<file path="config.mk">
export PLATFORM = sky130hd
export DESIGN_NAME = fn_division_serie
export DESIGN_NICKNAME = d
export VERILOG_FILES = /design/src/rtl/fn_division_serie.sv
export SDC_FILE = /design/constraint.sdc
export NUM_CORES = 1
export LEC_CHECK = 0
export CAP_MARGIN = 20
export CORE_UTILIZATION = 40
export DETAILED_ROUTE_END_ITERATION = 10
export GPL_ROUTABILITY_DRIVEN = 0
export PLACE_DENSITY = 0.71
export SYNTH_ARGS = -nofsm -noshare
export SYNTH_HDL_FRONTEND = slang
export SYNTH_SLANG_ARGS = --single-unit
</file>
<file path="constraint.sdc">
create_clock -name clk -period 4.4 [get_ports clk]
set_clock_uncertainty 0.2 [all_clocks]
set_input_delay 0.66 -clock clk [delete_from_list [all_inputs] [get_ports clk]]
set_output_delay 0.66 -clock clk [all_outputs]
set_load 0.005 [all_outputs]
</file>
<file path="src/rtl/fn_division_serie.sv">
// Serial 32-bit restoring divider with signed/unsigned modes.
// One quotient bit per cycle; a fixed 33-cycle latency from the accept edge to listo.
module fn_division_serie (
  input  logic        clk,
  input  logic        nreset,
  input  logic        inicio,
  input  logic        con_signo,
  input  logic [31:0] a,
  input  logic [31:0] b,
  output logic [31:0] Y,
  output logic [31:0] R,
  output logic        ocupado,
  output logic        listo
);

  typedef enum logic [1:0] {
    REPOSO  = 2'd0,
    CALCULO = 2'd1,
    AJUSTE  = 2'd2
  } estado_t;

  estado_t     estado_q, estado_d;
  logic [5:0]  cnt_q, cnt_d;
  logic [31:0] rem_q, rem_d;
  logic [31:0] quot_q, quot_d;
  logic [31:0] div_q, div_d;
  logic [31:0] a_q, a_d;
  logic [31:0] y_q, y_d;
  logic [31:0] r_q, r_d;
  logic        neg_y_q, neg_y_d;
  logic        neg_r_q, neg_r_d;
  logic        b_cero_q, b_cero_d;
  logic        ocupado_q, ocupado_d;
  logic        listo_q, listo_d;

  logic [31:0] a_mag_s, b_mag_s;
  logic [32:0] rem_sh_s, dif_s;

  // Next-state, datapath step and result adjustment
  always_comb begin
    estado_d  = estado_q;
    cnt_d     = cnt_q;
    rem_d     = rem_q;
    quot_d    = quot_q;
    div_d     = div_q;
    a_d       = a_q;
    y_d       = y_q;
    r_d       = r_q;
    neg_y_d   = neg_y_q;
    neg_r_d   = neg_r_q;
    b_cero_d  = b_cero_q;
    listo_d   = 1'b0;

    a_mag_s   = (con_signo && a[31]) ? (32'd0 - a) : a;
    b_mag_s   = (con_signo && b[31]) ? (32'd0 - b) : b;
    // 33-bit window: the shifted remainder can reach almost twice the divisor
    rem_sh_s  = {rem_q, quot_q[31]};
    dif_s     = rem_sh_s - {1'b0, div_q};

    case (estado_q)
      REPOSO: begin
        if (inicio) begin
          a_d      = a;
          rem_d    = 32'd0;
          quot_d   = a_mag_s;
          div_d    = b_mag_s;
          neg_y_d  = con_signo & (a[31] ^ b[31]);
          neg_r_d  = con_signo & a[31];
          b_cero_d = (b == 32'd0);
          cnt_d    = 6'd0;
          estado_d = CALCULO;
        end else begin
          estado_d = REPOSO;
        end
      end
      CALCULO: begin
        if (!dif_s[32]) begin
          rem_d  = dif_s[31:0];
          quot_d = {quot_q[30:0], 1'b1};
        end else begin
          rem_d  = rem_sh_s[31:0];
          quot_d = {quot_q[30:0], 1'b0};
        end
        cnt_d = cnt_q + 6'd1;
        if (cnt_q == 6'd31) begin
          estado_d = AJUSTE;
        end else begin
          estado_d = CALCULO;
        end
      end
      AJUSTE: begin
        if (b_cero_q) begin
          y_d = 32'hFFFF_FFFF;
          r_d = a_q;
        end else begin
          y_d = neg_y_q ? (32'd0 - quot_q) : quot_q;
          r_d = neg_r_q ? (32'd0 - rem_q) : rem_q;
        end
        listo_d  = 1'b1;
        estado_d = REPOSO;
      end
      default: begin
        estado_d = REPOSO;
      end
    endcase

    ocupado_d = (estado_d != REPOSO);
  end

  // State and datapath registers
  always_ff @(posedge clk or negedge nreset) begin
    if (!nreset) begin
      estado_q  <= REPOSO;
      cnt_q     <= 6'd0;
      rem_q     <= 32'd0;
      quot_q    <= 32'd0;
      div_q     <= 32'd0;
      a_q       <= 32'd0;
      y_q       <= 32'd0;
      r_q       <= 32'd0;
      neg_y_q   <= 1'b0;
      neg_r_q   <= 1'b0;
      b_cero_q  <= 1'b0;
      ocupado_q <= 1'b0;
      listo_q   <= 1'b0;
    end else begin
      estado_q  <= estado_d;
      cnt_q     <= cnt_d;
      rem_q     <= rem_d;
      quot_q    <= quot_d;
      div_q     <= div_d;
      a_q       <= a_d;
      y_q       <= y_d;
      r_q       <= r_d;
      neg_y_q   <= neg_y_d;
      neg_r_q   <= neg_r_d;
      b_cero_q  <= b_cero_d;
      ocupado_q <= ocupado_d;
      listo_q   <= listo_d;
    end
  end

  assign Y       = y_q;
  assign R       = r_q;
  assign ocupado = ocupado_q;
  assign listo   = listo_q;

endmodule

</file>
==> results of run 1 <==
==> metal layers <==
metal,GRT usage [%],vias to the layer above
met1,28.9,5038
li1,-,5346
met5,0,-
met2,32.7,361
met4,6.96,0
met3,2.34,59
==> cells in the final DEF, fill, tap and decap left out, types with 6 or more instances in the layout <==
cell and n:
o21ai_0 184, nand2_1 255, nand3_1 14, or4_1 10, nor3_1 12, and3_1 9
o41ai_1 15, a22oi_1 30, a21oi_1 104, and2_1 7, inv_1 51, mux2i_1 26
clkbuf_16 23, or3_1 17, xnor2_1 64, o21a_1 6, clkbuf_1 6, nor4_1 11
a31oi_1 12, a211oi_1 6, dfrtp_1 204, nor2_1 121, nor2b_1 8, ha_1 37
a21o_1 15, clkdlybuf4s50_1 132, xor2_1 79, nand2b_1 14, o31ai_1 25, buf_4 18
o211ai_1 8
==> Yosys cell counts, types with 9 or more instances <==
master | number | share of area (%)
a21o_1 | 15 | 0.91
a21oi_1 | 104 | 4.2
a22oi_1 | 30 | 1.8
a31oi_1 | 12 | 0.60
and3_1 | 9 | 0.45
clkbuf_1 | 67 | 2.0
dfrtp_1 | 205 | 41
ha_1 | 37 | 3.7
inv_1 | 51 | 1.5
mux2i_1 | 26 | 2.1
nand2_1 | 256 | 7.7
nand2b_1 | 15 | 0.75
nand3_1 | 14 | 0.56
nor2_1 | 123 | 3.7
nor2b_1 | 9 | 0.45
nor3_1 | 12 | 0.48
nor4_1 | 11 | 0.55
o21ai_0 | 184 | 7.4
o31ai_1 | 25 | 1.5
o41ai_1 | 15 | 1.1
or3_1 | 17 | 0.86
or4_1 | 10 | 0.60
xnor2_1 | 64 | 4.5
xor2_1 | 79 | 5.6
==> sequential cells by signal (all words and copies together), names as in the netlist, 2 cells and up <==
name,cells
rem_q,32
a_q,32
R,32
div_q,32
estado_q,2
Y,32
cnt_q,6
quot_q,32
==> critical path, delay by kind of cell, from the launching register on <==
family	cells	cell delay [ps]
buf+inv	2	470
mux	1	190
fa+ha+maj	2	620
compound gates	6	1440
simple gates	2	320
flops	1	400
==> report_power, final <==
part	switching [W]	leakage, nW	internal [W]
clock network	0.000754	0.352	0.00114
logic	0.00266	3.46	0.00212
registers	0.000724	2.47	0.00243
==> through the flow <==
step / hold WS [ps] / setup WS, ps / util, %
finish: -12.2 / 674 / 48.6
global route: 32.7 / 500 / 48.6
CTS: 21.9 / 716 / 48.6
detailed placement: 259 / 488 / 46.3
global placement: 253 / 533 / 46.3
floorplan: 164 / 1190 / -
==> kinds of logic after synthesis <==
kind of cell / share of synthesized area (%)
AND/OR/NAND/NOR: 17.9
AO/OA/AOI/OAI: 20.9
flip-flops: 41.3
XOR/XNOR: 10.1
buffers and inverters: 3.88
adder cells (fa/ha/maj): 3.88
multiplexers: 2.09
==> area by class of cell <==
class	count	area [um^2]	area share, %
clock buffer	33	653	4.39
sequential	205	5130	34.5
multi-input combinational	1145	6860	46.1
inverter	51	191	1.29
antenna	1	2.50	0.0168
timing repair buffer	151	1470	9.88
tap	396	495	3.33
clock inverter	4	76.3	0.513
==> path summary, 6_finish.rpt <==
| check | from | to |
|---|---|---|
| min reg2reg | a_q[13]$_DFFE_PN0P_ | a_q[13]$_DFFE_PN0P_ |
| min | nreset | R[21]$_DFFE_PN0P_ |
| max in group asynchronous | nreset | div_q[0]$_DFFE_PN0P_ |
| min in group clk | a_q[13]$_DFFE_PN0P_ | a_q[13]$_DFFE_PN0P_ |
| max reg2reg | quot_q[31]$_DFFE_PN0P_ | rem_q[15]$_DFFE_PN0P_ |
| max | quot_q[31]$_DFFE_PN0P_ | rem_q[15]$_DFFE_PN0P_ |
==> metrics.txt, run 1 <==
area added between synthesis and finish 19.7%; Mapped Area 12400 um^2; clock-pin slew on the worst setup and hold paths 60 ps; Filler cells a little under 3000; via/cell ratio about 5.4; Skew-Pair Late Insertion Delay 530 ps; top sig layer met4; largest net degree at the start of global routing between 100 and 150; CP Cell Sequence inv_1 > ha_1 > fa_1 > nand2b_1 > a21oi_1 > o21a_1 > a31oi_1 > o21a_1 > o311ai_4 > buf_4 > nand3_1 > mux2i_1 > a211o_1; Static Leak around 6.3 nW; PostCTS Resize Cnt 0; max cap viols 0; Met2 Routed Length 14.5 mm; Yosys warning count 0; CTS root buffer clkbuf_16; ys flop type dfrtp_1; CTS Buffer Depth 3; WP data required 4650 ps; Tot Pwr 0.00983 W; Max VDD drop 499 uV; Post-CTS Setup Inserts 0; asr flop ratio synth 100%; Detailed Routing Iterations Pass 1 6; grt total ovfl 0; die width about 180 um; min-delay worst type in2async; gr usage total 20.5%; IO buf count 133; CTS Hold Buffers Added 0; Post-DP Area 14100 um^2; core box area 30600 um^2; initial antenna violation count 1; chip height 178 um; M1 wire length 15.0 mm; Core Rows 64; WS Path Type reg2reg; Final Hold Fails 9; Least-Margin Pin Slew 1040 ps; DRC viols 0; Sink Count 205; EDFF count, synth 0; sequential share of the synthesized area 41.3%; final setup violation count 0; final setup TNS 0 ps; R2R depth 13; #FFs+latches synth 205; Power Density 660 nW/um^2; CP Data Arrival Time 3970 ps; synthesized instance count approximately 1500; Netlist cell types 58; max incr delay on CP ~400 ps; Final Cycle Share 84.7%; Post-Layout Cell Count between 1500 and 2000; DR WL met3 between 2 and 2.5 mm; CTS tree built; Routed Antenna Nets 0; syn_area_per_cell 8.41 um^2; headroom to the max-slew limit between 30% and 40%; I/O pins 134; R2R Setup Slk about 670 ps; DR vias 10804; final hold slack -12.2 ps; initial drt markers 720; Slew Limit Fails 0; Starting Density 40.7%; first-pass GRT wire length 52.1 mm; Slowest cell on crit path dfrtp_1; CP Capture Type register; DIE AREA 31800 um^2; vias in the first global route 10101; design area 14900 um^2; Mapped Nets 1584; CP most frequent cell o21a_1; H-tree depth 1; Final nets 1683; kind of launch point of the worst setup path register; Max Freq between 200 and 300 MHz; failing checks hold timing; CTS buffer count 23; DP HPWL 24.4 mm; share of cells above drive strength 1 4.59%; Tmin final 3730 ps; placed cells between 1500 and 2000; DR WL/cell 16.4 um; RSZ-0062 raised after global routing false; DRT Wirelength around 33 mm; crit path max fanout 27; status finished with violations
No activity file was read; power rests on OpenSTA's default activity.
==> run 2, diff against run 1 <==
==> constraint.sdc (replaced) <==
create_clock -name clk -period 3.5 [get_ports clk]
set_clock_uncertainty 0.2 [all_clocks]
set_input_delay 0.525 -clock clk [delete_from_list [all_inputs] [get_ports clk]]
set_output_delay 0.525 -clock clk [all_outputs]
set_load 0.005 [all_outputs]
==> run 2 against run 1 <==
The run now ends clean. Worst setup slack lost 510 ps. Fmax grew 12%. Routed wire length grew 4.5%. Critical path type unchanged. Largest cell class unchanged. Cell area grew 3.3%. Critical path depth shrank 1. Hold slack gained 280 ps.
==> metrics.txt, run 2 (synthesized netlist as in run 1, its figures left out) <==
clock-pin slew on the worst setup and hold paths 60 ps (about the same); Power Density 850 nW/um^2 (was 660 nW/um^2); Max Freq 299 MHz (was 268 MHz); WS Path Type reg2reg (unchanged); via/cell ratio 5.48 (was 5.44); H-tree depth 1 (unchanged); commonest non-fill, non-tap cells in the layout 255 x nand2_1, 204 x dfrtp_1, 183 x o21ai_0 (was 255 x nand2_1, 204 x dfrtp_1, 184 x o21ai_0); CTS buffer count 24 (was 23); commonest non-fill, non-tap cell in the layout nand2_1 (unchanged); Core Rows 64 (unchanged); Reg area 5130 um^2 (unchanged); final hold slack 271 ps (was -12.2 ps); Routed Antenna Nets 0 (unchanged); DR vias 11116 (was 10804); Sink Count 205 (unchanged); area added between synthesis and finish 23.6% (was 19.7%); Final Hold Fails 0 (was 9); die width 178 um (unchanged); kind of launch point of the worst setup path register (unchanged); DRT Wirelength 34.0 mm (was 32.6 mm); share of cells above drive strength 1 7.84% (was 4.59%); DR WL met3 2.14 mm (was 2.06 mm); Detailed Routing Iterations Pass 1 6 (unchanged); Final nets 1727 (was 1683); initial antenna violation count 1 (unchanged); first-pass GRT wire length 54.8 mm (was 52.1 mm); final setup violation count 0 (unchanged); Filler cells 2846 (was 2934); IO buf count 133 (unchanged); largest net degree at the start of global routing 85 (was 110); CP Data Arrival Time 3530 ps (was 3970 ps); DR WL/cell 16.8 um (was 16.4 um); status finished, final reports clean (was finished with violations); Met2 Routed Length 15.6 mm (was 14.5 mm); gr usage total 21.5% (was 20.5%); DIE AREA 31800 um^2 (unchanged); Tmin final 3340 ps (was 3730 ps); core box area 30600 um^2 (unchanged); Final Cycle Share 95.5% (was 84.7%); I/O pins 134 (unchanged); CTS Buffer Depth 3 (unchanged); initial drt markers 891 (was 720); M1 wire length 15.5 mm (was 15.0 mm); crit path max fanout 19 (was 27); CP Capture Type register (unchanged); vias in the first global route 10628 (was 10101); final core occ 50.3% (was 48.6%); min-delay worst type reg2reg (was in2async); Slew Limit Fails 0 (unchanged); Least-Margin Pin Slew 991 ps (was 1040 ps); Max VDD drop 547 uV (was 499 uV); Static Leak 6.56 nW (was 6.28 nW); area occupied by multi-input gates 6920 um^2 (was 6860 um^2); chip height 178 um (unchanged); CTS root buffer clkbuf_16 (unchanged); Tot Pwr 0.0131 W (was 0.00983 W); DRC viols 0 (unchanged); DP HPWL 25.4 mm (was 24.4 mm); top sig layer met4 (unchanged); CTS tree built (unchanged); grt total ovfl 0 (unchanged); Skew-Pair Late Insertion Delay 510 ps (was 530 ps); max cap viols 0 (unchanged); WP data required 3690 ps (was 4650 ps); headroom to the max-slew limit 33.9% (was 30.9%); Starting Density 40.7% (unchanged)
[run 2: metal layers]
layer  vias up  GRT usage (%)
met5         -              0
met4         0           6.14
met3        56           2.30
met2       341           34.8
met1      5289           30.4
li1       5430              -
[run 2: final cells by class]
| cell class | instances | share of cell area, % |
|---|---|---|
| Multi-Input combinational cell | 1145 | 45.0 |
| Sequential cell | 205 | 33.4 |
| Timing Repair Buffer | 194 | 12.0 |
| Clock buffer | 34 | 4.61 |
| Tap cell | 396 | 3.22 |
| Inverter | 51 | 1.25 |
| Clock inverter | 4 | 0.456 |
| Antenna cell | 1 | 0.0163 |
[run 2: final timing paths]
path,start,to,slack (ps),cells past startpoint
max in group asynchronous,nreset,Y[14]$_DFFE_PN0P_,1790,3
min in group asynchronous,nreset,R[5]$_DFFE_PN0P_,450,2
min,a_q[31]$_DFFE_PN0P_,a_q[31]$_DFFE_PN0P_,270,2
max,rem_q[28]$_DFFE_PN0P_,rem_q[15]$_DFFE_PN0P_,160,12
min reg2reg,a_q[31]$_DFFE_PN0P_,a_q[31]$_DFFE_PN0P_,270,2
max reg2reg,rem_q[28]$_DFFE_PN0P_,rem_q[15]$_DFFE_PN0P_,160,12
[run 2: where the power goes]
| group | leakage, nW | total (W) | internal [W] | switching (W) |
|---|---|---|---|---|
| clock | 0.385 | 0.00248 | 0.00154 | 0.000946 |
| combinational | 3.70 | 0.00674 | 0.00305 | 0.00369 |
| sequential | 2.47 | 0.00384 | 0.00305 | 0.000792 |
[run 2: metrics by stage]
| step | instance area (um^2) | TNS, ps | instances | setup WS [ps] |
|---|---|---|---|---|
| 3_5_place_dp | 14500 | 0 | 1988 | 100 |
| 6_report | 15400 | 0 | 2030 | 159 |
| 3_3_place_gp | 14500 | 0 | 1988 | 186 |
| 4_1_cts | 15300 | 0 | 2027 | 76.1 |
| 2_1_floorplan | 12400 | 0 | 1478 | 286 |
| 5_1_grt | 15400 | -38.1 | 2030 | -22.3 |
[run 2: critical path, cell delays in order, from the launching register on]
cell and delay, ps:
dfrtp_1 400, ha_1 380, a21oi_1 240, o21ai_0 180, a211o_1 340, nor3b_1 150
a211oi_1 380, o311ai_4 200, buf_4 180, clkbuf_16 170, nand2_1 60, mux2i_1 60
a211o_1 270
[run 2: timing repair]
action / 4_1_cts / 5_1_grt
hold buffers: 1 / 0
hold endpoints to repair: 76 / 0
gates resized for setup: 0 / 12
buffers inserted: 0 / 1
setup endpoints to repair: 0 / 34
